<file path="config.mk">
export PLATFORM = sky130hd
export DESIGN_NAME = axi_lite_mmio_responder
export DESIGN_NICKNAME = d
export VERILOG_FILES = /design/src/rtl/axi_lite_pkg.sv /design/src/rtl/axi_lite_channel_fsm.sv /design/src/rtl/axi_lite_mmio_responder.sv
export SDC_FILE = /design/constraint.sdc
export NUM_CORES = 1
export LEC_CHECK = 0
export ABC_AREA = 1
export CAP_MARGIN = 20
export CORE_UTILIZATION = 37
export DETAILED_ROUTE_END_ITERATION = 7
export HOLD_SLACK_MARGIN = 0.15
export PLACE_DENSITY = 0.84
export SLEW_MARGIN = 0
export SYNTH_ARGS = -nofsm -noshare
export SYNTH_HDL_FRONTEND = slang
export SYNTH_SLANG_ARGS = --single-unit
</file>
<file path="constraint.sdc">
create_clock -name clk_i -period 1.65 [get_ports clk_i]
set_clock_uncertainty 0.1 [all_clocks]
set_input_delay 0.33 -clock clk_i [delete_from_list [all_inputs] [get_ports clk_i]]
set_output_delay 0.33 -clock clk_i [all_outputs]
set_load 0.02 [all_outputs]
</file>
<file path="src/rtl/axi_lite_pkg.sv">
// Shared types and address decode for the AXI4-Lite MMIO responder.
package axi_lite_pkg;

  localparam int ADDR_WIDTH = 32;
  localparam int DATA_WIDTH = 32;

  typedef enum logic [1:0] {
    OKAY   = 2'b00,
    SLVERR = 2'b10,
    DECERR = 2'b11
  } axi_resp_t;

  typedef enum logic [1:0] {
    CH_IDLE   = 2'b00,
    CH_DEVICE = 2'b01,
    CH_RESP   = 2'b10
  } ch_state_t;

  // Both channels run the same handshake FSM; these aliases name each use.
  typedef ch_state_t w_state_t;
  typedef ch_state_t r_state_t;

  // word_diff = {0,addr[31:2]} - {0,base[31:2]}; bit 30 is the borrow (addr below window).
  function automatic axi_resp_t decode_addr(input logic [30:0] word_diff,
                                            input logic [1:0]  addr_lsb,
                                            input logic [31:0] space);
    if (word_diff[30] || ({2'b00, word_diff[29:0]} >= space)) return DECERR;
    if (addr_lsb != 2'b00) return SLVERR;
    return OKAY;
  endfunction

endpackage

</file>
<file path="src/rtl/axi_lite_channel_fsm.sv">
// Request/response handshake shared by the write and read channels.
// Optional device watchdog is enabled by defining AXI_RESPONDER_TIMEOUT_EN.
//   state     | meaning
//   CH_IDLE   | waiting for the address (and data) to be captured
//   CH_DEVICE | device request asserted, waiting for done
//   CH_RESP   | response valid, waiting for the master's ready
module axi_lite_channel_fsm
  import axi_lite_pkg::*;
#(
  parameter int TIMEOUT_CYCLES = 256
) (
  input  logic       clk_i,
  input  logic       rst_n_i,
  input  logic       start_i,
  input  logic [1:0] dec_resp_i,
  input  logic       done_i,
  input  logic       error_i,
  input  logic       ack_i,
  output logic       idle_o,
  output logic       req_o,
  output logic       valid_o,
`ifdef AXI_RESPONDER_TIMEOUT_EN
  output logic       timeout_o,
`endif
  output logic [1:0] resp_o
);

  ch_state_t state_q, state_d;
  axi_resp_t resp_q, resp_d;
  logic      expire;

`ifdef AXI_RESPONDER_TIMEOUT_EN
  localparam int CNT_W = $clog2(TIMEOUT_CYCLES + 1);
  localparam logic [CNT_W-1:0] CNT_LOAD = CNT_W'(TIMEOUT_CYCLES - 1);

  logic [CNT_W-1:0] cnt_q;
  logic             timeout_q;

  // Reloaded outside DEVICE; zero marks the last cycle a done is still accepted.
  assign expire = (state_q == CH_DEVICE) && (cnt_q == '0);

  always_ff @(posedge clk_i or negedge rst_n_i) begin
    if (!rst_n_i) begin
      cnt_q     <= CNT_LOAD;
      timeout_q <= 1'b0;
    end else begin
      cnt_q     <= (state_q == CH_DEVICE) ? cnt_q - 1'b1 : CNT_LOAD;
      timeout_q <= expire && !done_i;
    end
  end

  assign timeout_o = timeout_q;
`else
  // No watchdog in this build: a silent device stalls the channel.
  assign expire = (TIMEOUT_CYCLES < 0);
`endif

  always_ff @(posedge clk_i or negedge rst_n_i) begin
    if (!rst_n_i) begin
      state_q <= CH_IDLE;
      resp_q  <= OKAY;
    end else begin
      state_q <= state_d;
      resp_q  <= resp_d;
    end
  end

  always_comb begin
    state_d = state_q;
    resp_d  = resp_q;
    case (state_q)
      CH_IDLE: begin
        if (start_i) begin
          resp_d  = axi_resp_t'(dec_resp_i);
          state_d = (dec_resp_i == OKAY) ? CH_DEVICE : CH_RESP;
        end
      end
      CH_DEVICE: begin
        if (done_i) begin
          resp_d  = error_i ? SLVERR : OKAY;
          state_d = CH_RESP;
        end else if (expire) begin
          resp_d  = SLVERR;
          state_d = CH_RESP;
        end
      end
      CH_RESP: begin
        if (ack_i) state_d = CH_IDLE;
      end
      default: state_d = CH_IDLE;
    endcase
  end

  always_comb begin
    idle_o  = (state_q == CH_IDLE);
    req_o   = (state_q == CH_DEVICE);
    valid_o = (state_q == CH_RESP);
    resp_o  = resp_q;
  end

endmodule

</file>
<file path="src/rtl/axi_lite_mmio_responder.sv">
// AXI4-Lite slave endpoint that turns register accesses into a level request/done device interface.
// Define AXI_RESPONDER_TIMEOUT_EN to add the device watchdog and the timeout_o port.
module axi_lite_mmio_responder
  import axi_lite_pkg::*;
#(
  parameter logic [31:0] BASE_ADDRESS   = 32'h0,
  parameter int          DEVICE_SPACE   = 4,
  parameter int          TIMEOUT_CYCLES = 256,
  localparam int         IDX_W          = (DEVICE_SPACE > 1) ? $clog2(DEVICE_SPACE) : 1
) (
  input  logic             clk_i,
  input  logic             rst_n_i,
  input  logic [31:0]      awaddr_i,
  input  logic             awvalid_i,
  output logic             awready_o,
  input  logic [31:0]      wdata_i,
  input  logic [3:0]       wstrb_i,
  input  logic             wvalid_i,
  output logic             wready_o,
  output logic [1:0]       bresp_o,
  output logic             bvalid_o,
  input  logic             bready_i,
  input  logic [31:0]      araddr_i,
  input  logic             arvalid_i,
  output logic             arready_o,
  output logic [31:0]      rdata_o,
  output logic [1:0]       rresp_o,
  output logic             rvalid_o,
  input  logic             rready_i,
  output logic             write_o,
  output logic [IDX_W-1:0] write_index_o,
  output logic [31:0]      write_data_o,
  output logic [3:0]       write_strobe_o,
  input  logic             write_done_i,
  input  logic             write_error_i,
  output logic             read_o,
  output logic [IDX_W-1:0] read_index_o,
  input  logic [31:0]      read_data_i,
  input  logic             read_done_i,
`ifdef AXI_RESPONDER_TIMEOUT_EN
  output logic             timeout_o,
`endif
  input  logic             read_error_i
);

  logic             ready_en_q;
  logic             aw_held_q, w_held_q;
  logic [IDX_W-1:0] widx_q, ridx_q;
  logic [31:0]      wdata_q, rdata_q;
  logic [3:0]       wstrb_q;
  axi_resp_t        w_dec_q;

  logic        w_idle, w_req, w_valid, r_idle, r_req, r_valid;
  logic [1:0]  w_resp, r_resp;
  logic        aw_hs, w_hs, ar_hs, w_start;
  logic [30:0] aw_word, ar_word;

  assign aw_word = {1'b0, awaddr_i[31:2]} - {1'b0, BASE_ADDRESS[31:2]};
  assign ar_word = {1'b0, araddr_i[31:2]} - {1'b0, BASE_ADDRESS[31:2]};

  // Readies stay low until the first clock after reset release.
  assign awready_o = ready_en_q && w_idle && !aw_held_q;
  assign wready_o  = ready_en_q && w_idle && !w_held_q;
  assign arready_o = ready_en_q && r_idle;

  assign aw_hs   = awvalid_i && awready_o;
  assign w_hs    = wvalid_i && wready_o;
  assign ar_hs   = arvalid_i && arready_o;
  assign w_start = w_idle && aw_held_q && w_held_q;

  always_ff @(posedge clk_i or negedge rst_n_i) begin
    if (!rst_n_i) begin
      ready_en_q <= 1'b0;
      aw_held_q  <= 1'b0;
      w_held_q   <= 1'b0;
      widx_q     <= '0;
      w_dec_q    <= OKAY;
      wdata_q    <= '0;
      wstrb_q    <= '0;
      ridx_q     <= '0;
      rdata_q    <= '0;
    end else begin
      ready_en_q <= 1'b1;
      if (w_start) begin
        aw_held_q <= 1'b0;
        w_held_q  <= 1'b0;
      end
      if (aw_hs) begin
        aw_held_q <= 1'b1;
        widx_q    <= aw_word[IDX_W-1:0];
        w_dec_q   <= decode_addr(aw_word, awaddr_i[1:0], 32'(DEVICE_SPACE));
      end
      if (w_hs) begin
        w_held_q <= 1'b1;
        wdata_q  <= wdata_i;
        wstrb_q  <= wstrb_i;
      end
      // Cleared on accept so decode errors and timeouts return zero data.
      if (ar_hs) begin
        ridx_q  <= ar_word[IDX_W-1:0];
        rdata_q <= '0;
      end else if (r_req && read_done_i) begin
        rdata_q <= read_data_i;
      end
    end
  end

`ifdef AXI_RESPONDER_TIMEOUT_EN
  logic w_timeout, r_timeout;
  assign timeout_o = w_timeout | r_timeout;
`endif

  axi_lite_channel_fsm #(
    .TIMEOUT_CYCLES(TIMEOUT_CYCLES)
  ) u_write_fsm (
    .clk_i     (clk_i),
    .rst_n_i   (rst_n_i),
    .start_i   (w_start),
    .dec_resp_i(w_dec_q),
    .done_i    (write_done_i),
    .error_i   (write_error_i),
    .ack_i     (bready_i),
    .idle_o    (w_idle),
    .req_o     (w_req),
    .valid_o   (w_valid),
`ifdef AXI_RESPONDER_TIMEOUT_EN
    .timeout_o (w_timeout),
`endif
    .resp_o    (w_resp)
  );

  axi_lite_channel_fsm #(
    .TIMEOUT_CYCLES(TIMEOUT_CYCLES)
  ) u_read_fsm (
    .clk_i     (clk_i),
    .rst_n_i   (rst_n_i),
    .start_i   (ar_hs),
    .dec_resp_i(decode_addr(ar_word, araddr_i[1:0], 32'(DEVICE_SPACE))),
    .done_i    (read_done_i),
    .error_i   (read_error_i),
    .ack_i     (rready_i),
    .idle_o    (r_idle),
    .req_o     (r_req),
    .valid_o   (r_valid),
`ifdef AXI_RESPONDER_TIMEOUT_EN
    .timeout_o (r_timeout),
`endif
    .resp_o    (r_resp)
  );

  assign write_o        = w_req;
  assign write_index_o  = widx_q;
  assign write_data_o   = wdata_q;
  assign write_strobe_o = wstrb_q;
  assign bvalid_o       = w_valid;
  assign bresp_o        = w_resp;

  assign read_o       = r_req;
  assign read_index_o = ridx_q;
  assign rvalid_o     = r_valid;
  assign rresp_o      = r_resp;
  assign rdata_o      = rdata_q;

endmodule

</file>
==> summary.md, run 1 <==
| Metric | Value |
|---|---|
| Cell taking the most area after synthesis | `sky130_fd_sc_hd__dfrtp_1` |
| GRT overflow | `0` |
| Ratio of cells with drive above 1 in the final layout | `0.188` |
| Via count normalized by instance count | `4.78` |
| Count of final max-slew check failures | `0` |
| Setup slack, reg-to-reg | `-0.22 ns` |
| Average cell area after synthesis | `8.41 um^2` |
| CP Data Arrival Time | `2.00 ns` |
| Number of standard-cell rows in the floorplan | `36` |
| Area added between synthesis and finish | `82.3%` |
| Compound-cell area share of the yosys netlist | `0.0107` |
| Area share of the largest cell type after synthesis | `0.570` |
| Final Worst Setup Slack | `-0.223 ns` |
| Register bit count reported by yosys | `85` |
| Fraction of the mapped netlist area in adder cells | `0` |
| Area occupied by registers | `roughly 2100 um^2` |
| Ordered list of cells on the worst path | `nor2_4, inv_2, nor3_4, buf_4, buf_6, buf_12, nand2_8, clkbuf_16, nand2_4, nand2_2` |
| Post-route cell area | `~7000 um^2` |
| Critical Setup Path Class | `reg2reg` |
| Clock latency on the worst-skew pair | `0.34 ns` |
| Areal power density over the cells | `between 1000 and 1500 nW/um^2` |
| Number of iterations in the first detailed-routing pass | `4` |
| Maximum number of pins on one net before global-route repair | `47` |
| GR Util All Layers | `0.210` |
| Hold Crit Depth | `2` |
| # DRC | `0` |
| Routed via count | `between 3000 and 4000` |
| CTS Root Buffer Type | `sky130_fd_sc_hd__clkbuf_8` |
| R2R cell count | `10` |
| Gp weighted congestion | `approximately 0.78` |
| Quantity of I/O buffers inserted on ports | `approximately 230` |
| Overall power consumption | `8.36 mW` |
| # Max-Cap Violations | `0` |
| Die Height | `102 um` |
| Leakage power of the design | `3.51 nW` |
| Crit path time final | `approximately 1.9 ns` |
| Run status | `finished, violations left` |
| Area post-placement | `6170 um^2` |
| Post-route ant nets | `0` |
| Worst hold margin | `0.375 ns` |
| Violations in the final reports | `setup timing` |
| Maximum operating frequency | `between 0.5 and 0.6 GHz` |
| Post-route clock period utilization | `1.14` |
| Main combinational cell family by area after synthesis | `simple AND/OR/NAND/NOR gates` |
| Count of different cell masters after synthesis | `24` |
| Largest cells by area after synthesis | `sky130_fd_sc_hd__dfrtp_1 57%, sky130_fd_sc_hd__nand2_1 18%, sky130_fd_sc_hd__nand3_1 9.9%` |
| Nets | `840` |
| CTS Sinks | `85` |
| Tightest Hold Check Type | `reg2reg` |
| Wire length of the first global-routing pass | `between 15000 and 20000 um` |
| Setup slack after placement | `-0.263 ns` |
| RSZ-0062 raised after global routing | `true` |
| Clock Tree Buf Depth | `2` |
| I/O pin cnt | `roughly 230` |
| Destination of the worst register-to-register timing path | `write_strobe_o[2]` |
| Synthesized netlist net count | `587` |
| Fill cells | `775` |
| Full die area | `10500 um^2` |
| Die outline width | `102 um` |
| Post-synthesis cell count | `444` |
| Wire length reported by the detailed router | `12200 um` |
| Number of synthesized flops with an enable pin | `0` |
| IR drop worst, VDD | `0.000811 V` |
| Cell type of the slowest stage on the worst timing path | `sky130_fd_sc_hd__dfrtp_1` |
| First element of the critical path | `u_write_fsm.state_q[0]` |
| Xor and xnor fraction of the mapped netlist area | `0` |
| Worst Path Max Fanout | `8` |
| Number of H-tree levels | `3` |
| FFs w/ async S/R, synth | `1.00` |
| Biggest cell delay along the critical path | `around 0.43 ns` |
| Origin of the worst min-delay path | `rdata_o[0]` |
| Iter 0 DRT Violations | `98` |
| Worst Hold Path EP | `rdata_o[0]` |
| Final Util | `0.696` |
| Ant diodes | `0` |
| Category of the worst setup path capture point | `flip-flop` |
| Initial antenna violation count | `0` |
| Total area of multi-input combinational cells | `1610 um^2` |
| Post-detailed-placement half-perimeter wirelength | `just over 8000 um` |
| Number of endpoints failing setup at the final stage | `41` |
| Startpoint Class | `flip-flop` |
| Number of global-route vias before repair | `3819` |
| Critical Path RT | `roughly 1.8 ns` |
| Post-Synth Simple-Gate Area | `0.354` |
| Clock buffers created by TritonCTS | `9` |
| Proportion of synthesized chip area in sequential cells | `0.570` |
| Clock-pin transition on the worst setup and hold timing paths | `0.09 ns` |
| Placeable core region | `just under 10000 um^2` |
| Total count of hold-check failures in the final report | `0` |
| Mapped Area | `3730 um^2` |
| Mux share of post-synthesis cell area | `0.00603` |
| Number of synthesis warnings | `0` |
| TritonCTS clock tree | `built` |
| Initial Util | `0.382` |
| R2R Path Start | `u_write_fsm.state_q[0]` |
| WL/cell | `between 10 and 15 um` |
| Most used DFF post-synth | `sky130_fd_sc_hd__dfrtp_1` |
==> cells by family (layout without fill, tap and decap cells) <==
family / after synthesis / after routing
compound gates: 7 / 7
flops: 85 / 85
other cells: 1 / 1
buf+inv: 38 / 296
simple gates: 311 / 311
mux: 2 / 2
==> cell usage after synthesis (2+ instances only) <==
master / number
sky130_fd_sc_hd__inv_1: 11
sky130_fd_sc_hd__mux2_2: 2
sky130_fd_sc_hd__nand2_2: 2
sky130_fd_sc_hd__nand3_1: 74
sky130_fd_sc_hd__nor2_2: 2
sky130_fd_sc_hd__o21ai_0: 3
sky130_fd_sc_hd__a21oi_1: 2
sky130_fd_sc_hd__buf_6: 10
sky130_fd_sc_hd__clkbuf_1: 11
sky130_fd_sc_hd__nand2_1: 178
sky130_fd_sc_hd__nand4_1: 5
sky130_fd_sc_hd__inv_2: 4
sky130_fd_sc_hd__nor2_1: 44
sky130_fd_sc_hd__dfrtp_1: 85
sky130_fd_sc_hd__nor2_4: 2
==> repair_timing <==
action                                  in CTS  in global routing
pin swaps                                    1                  5
gates resized for setup                    123                 82
hold buffers                                 1                  0
cloned                                       0                  5
setup buffers                                2                 10
endpoints found under the hold margin       85                  0
endpoints found under the setup margin     155                 46
==> flip-flops by register name (all words and copies together), names as in the netlist, 2 cells and up <==
register / count
write_strobe_o: 4
u_write_fsm.resp_o: 2
write_data_o: 32
w_dec_q: 2
write_index_o: 2
u_read_fsm.state_q: 2
read_index_o: 2
rdata_o: 32
u_read_fsm.resp_o: 2
u_write_fsm.state_q: 2
==> routing by layer <==
metal / vias up / GRT usage / wire length, um
met4: 0 / 0.0901 / 364
met5: - / 0 / 0
met2: 167 / 0.371 / 6270
met1: 1881 / 0.237 / 4690
li1: 1916 / - / -
met3: 29 / 0.0581 / 872
==> power breakdown <==
part,internal (mW),total [mW],switching (mW),leakage (nW)
registers,2.63,3.09,0.454,1.11
logic,1.70,3.64,1.94,2.29
clock network,0.901,1.64,0.736,0.114
==> worst max-delay path: cells and delay by family, from the launching register on <==
kind          cells  cell delay [ns]
simple gates      5             0.58
buf+inv           5             0.64
flops             1             0.43
==> metrics by stage <==
| step | instances | setup TNS (ns) |
|---|---|---|
| floorplan | 444 | 0 |
| detailed placement | 801 | -13.98 |
| global placement | 801 | -10.51 |
| global route | 835 | -8.41 |
| finish | 835 | -7.23 |
| CTS | 820 | -4.28 |
==> worst max path at each step <==
stage / slack, ns / end / cells after the start
2_1_floorplan: 0.15 / w_dec_q[0] / 7
3_3_place_gp: -0.24 / wready_o / 4
3_5_place_dp: -0.26 / wready_o / 4
4_1_cts: -0.16 / wready_o / 4
5_1_grt: -0.23 / write_strobe_o[2] / 10
6_report: -0.22 / write_strobe_o[2] / 10
==> cells in the final DEF (no fill, tap or decap), types with 4 or more instances in the layout <==
cell type                         instances
sky130_fd_sc_hd__inv_1                    8
sky130_fd_sc_hd__clkbuf_8                10
sky130_fd_sc_hd__nand2_2                 40
sky130_fd_sc_hd__nand2_1                129
sky130_fd_sc_hd__clkdlybuf4s50_1        141
sky130_fd_sc_hd__dfrtp_1                 85
sky130_fd_sc_hd__dlygate4sd2_1           76
sky130_fd_sc_hd__buf_4                   30
sky130_fd_sc_hd__nor2_4                   4
sky130_fd_sc_hd__inv_2                    6
sky130_fd_sc_hd__nand2_4                 10
sky130_fd_sc_hd__buf_6                    6
sky130_fd_sc_hd__clkbuf_16                4
sky130_fd_sc_hd__nand3_1                 73
sky130_fd_sc_hd__nor2_1                  42
sky130_fd_sc_hd__buf_12                   5
sky130_fd_sc_hd__nand4_1                  5
==> final cells by class <==
type | count | share of cell area
flip-flops and latches | 85 | 0.313
well taps | 133 | 0.0245
multi-input cells | 321 | 0.237
clock buffers | 11 | 0.0208
clock inverters | 5 | 0.0121
repair inverters | 1 | 0.00129
inverters | 16 | 0.0127
repair buffers | 263 | 0.379
(Power assumes the default switching activity.)
==> run 2, diff against run 1 <==
--- a/config.mk
+++ b/config.mk
@@ -7,10 +7,10 @@
 export LEC_CHECK = 0
 export ABC_AREA = 1
 export CAP_MARGIN = 20
-export CORE_UTILIZATION = 37
+export CORE_UTILIZATION = 36
 export DETAILED_ROUTE_END_ITERATION = 7
 export HOLD_SLACK_MARGIN = 0.15
-export PLACE_DENSITY = 0.84
+export PLACE_DENSITY = 0.82
 export SLEW_MARGIN = 0
 export SYNTH_ARGS = -nofsm -noshare
 export SYNTH_HDL_FRONTEND = slang
==> run 2 against run 1 <==
The run still ends with setup timing left. Clock power barely moved. Die area is 2.7% higher. Non-clock buffer count down 12. Clock-buffer cell count down 2. Combinational power down 17%. Cell area down 5.0%. Core utilization fell by 4.4 points. Routed wire length is 8.4% lower. Sequential power shrank 4%. Flip-flop and latch count unchanged. Via count shrank 4.3%. Maximum frequency up 6.7%. Critical path type is now reg2out.
==> summary.md, run 2 (same netlist as run 1, synthesis figures left out) <==
| Metric | Value |
|---|---|
| Run status | `finished, violations left` |
| Violations in the final reports | `setup timing` |
| Combined buffer and inverter count along the critical path | `2` |
| Fill cells | `~850` |
| Gp weighted congestion | `0.807` |
| Number of standard-cell rows in the floorplan | `36` |
| Area added between synthesis and finish | `73.2%` |
| Ratio of cells with drive above 1 in the final layout | `0.105` |
| Initial antenna violation count | `0` |
| Category of the worst setup path capture point | `output port` |
| Met3 usage in global routing | `0.0497` |
| Die outline width | `104 um` |
| Final Worst Setup Slack | `-0.105 ns` |
| Count of final max-slew check failures | `0` |
| Overall power consumption | `7.61 mW` |
| Wire length of the first global-routing pass | `17800 um` |
| Global routing met2 resource utilization | `0.356` |
| Clock buffers created by TritonCTS | `9` |
| Met1 usage | `0.237` |
| CTS Root Buffer Type | `sky130_fd_sc_hd__clkbuf_8` |
| Post-detailed-placement half-perimeter wirelength | `8230 um` |
| Maximum operating frequency | `0.570 GHz` |
| Clock-pin transition on the worst setup and hold timing paths | `0.09 ns` |
| TritonCTS clock tree | `built` |
| # Max-Cap Violations | `0` |
| GR Util All Layers | `0.202` |
| WL/cell | `13.5 um` |
| Die Height | `between 100 and 150 um` |
| Setup slack after placement | `-0.236 ns` |
| Total count of hold-check failures in the final report | `0` |
| Tightest Hold Check Type | `in2async` |
| Crit path time final | `approximately 1.8 ns` |
| Post-Layout Cell Count | `slightly above 800` |
| Placeable core region | `9910 um^2` |
| I/O pin cnt | `226` |
| Clock latency on the worst-skew pair | `0.34 ns` |
| Biggest cell delay along the critical path | `0.43 ns` |
| Ant diodes | `0` |
| IR drop worst, VDD | `0.000861 V` |
| Busiest grt layer | `met2` |
| Post-route clock period utilization | `1.06` |
| Worst hold margin | `roughly 0.37 ns` |
| Critical Path RT | `roughly 1.2 ns` |
| Number of iterations in the first detailed-routing pass | `4` |
| Clock Tree Buf Depth | `2` |
| Most frequent cells in the layout | `176 x sky130_fd_sc_hd__nand2_1, 141 x sky130_fd_sc_hd__clkdlybuf4s50_1, 85 x sky130_fd_sc_hd__dfrtp_1, 76 x sky130_fd_sc_hd__dlygate4sd2_1, 73 x sky130_fd_sc_hd__nand3_1` |
| Cell type of the slowest stage on the worst timing path | `sky130_fd_sc_hd__dfrtp_1` |
| Post-route ant nets | `0` |
| RSZ-0062 raised after global routing | `true` |
| Wire length reported by the detailed router | `11200 um` |
| Initial Util | `0.377` |
| Number of global-route vias before repair | `between 3000 and 4000` |
| Areal power density over the cells | `1180 nW/um^2` |
| Startpoint Class | `flip-flop` |
| Ordered list of cells on the worst path | `nor2_4, inv_2, nor3_4, buf_6` |
| Routed via count | `3823` |
| Iter 0 DRT Violations | `200` |
| Nets | `between 800 and 900` |
| Sum of negative setup slack | `-0.270 ns` |
| Via count normalized by instance count | `4.63` |
| GRT overflow | `0` |
| CP Data Arrival Time | `1.32 ns` |
| Maximum number of pins on one net before global-route repair | `38` |
| Critical Setup Path Class | `reg2out` |
| Final Util | `0.652` |
| Number of endpoints failing setup at the final stage | `16` |
| Leakage power of the design | `between 3 and 4 nW` |
| # DRC | `0` |
| Kind of cell adding the most delay to the critical path | `flip-flops` |
| CTS Sinks | `85` |
| Most common cell after layout, fill and taps aside | `sky130_fd_sc_hd__nand2_1` |
| Worst Path Max Fanout | `3` |
| Post-route cell area | `6460 um^2` |
| DP Cell Count | `around 800` |
| Quantity of I/O buffers inserted on ports | `225` |
| Full die area | `10800 um^2` |
| Number of H-tree levels | `3` |
| Area post-placement | `around 6000 um^2` |
## run 2: cell count changes in the layout (fill, tap and decap cells not counted), sizes merged
cell / previous run / this run
buf: 41 / 33
clkbuf: 15 / 9
inv: 16 / 20
## run 2: path summary, 6_finish.rpt
path                                   startpoint               end  slack (ns)  depth (start not counted)
setup / recovery           u_write_fsm.state_q[1]          wready_o       -0.10                          4
hold reg to reg                  write_data_o[30]  write_data_o[30]        0.37                          2
setup reg to reg           u_write_fsm.state_q[1]          w_held_q       -0.02                          8
max in group asynchronous                 rst_n_i  write_data_o[23]        0.58                          3
min in group clk_i               write_data_o[30]  write_data_o[30]        0.37                          2
hold / removal                            rst_n_i       rdata_o[13]        0.37                          2
## run 2: final cells by class
type | instances | area, um^2 | share of cell area
multi-input combinational | 321 | 1430 | 0.222
sequential | 85 | 2130 | 0.329
clock inverter | 7 | 96.3 | 0.0149
tap | 133 | 166 | 0.0257
timing repair buffer | 251 | 2400 | 0.372
clock buffer | 9 | 124 | 0.0192
timing repair inverter | 3 | 26.3 | 0.00406
inverter | 16 | 86.3 | 0.0134
## run 2: report_power, final
part           switching (mW)  internal [mW]  total [mW]
sequential              0.347           2.63        2.98
combinational            1.69           1.32        3.01
clock                   0.758          0.864        1.62
## run 2: layer usage
metal	up-vias	share of wire
li1	1899	-
met1	1745	0.41
met2	160	0.50
met3	19	0.064
met4	0	0.021
met5	-	0
## run 2: timing repair
item                                    CTS  global route
gates cloned                              0             3
endpoints found under the hold margin    84             0
endpoints found under the setup margin  155            47
resized for setup                       121            14
pin swaps                                 2             2
hold buffers                              1             0
setup buffers                             1             5
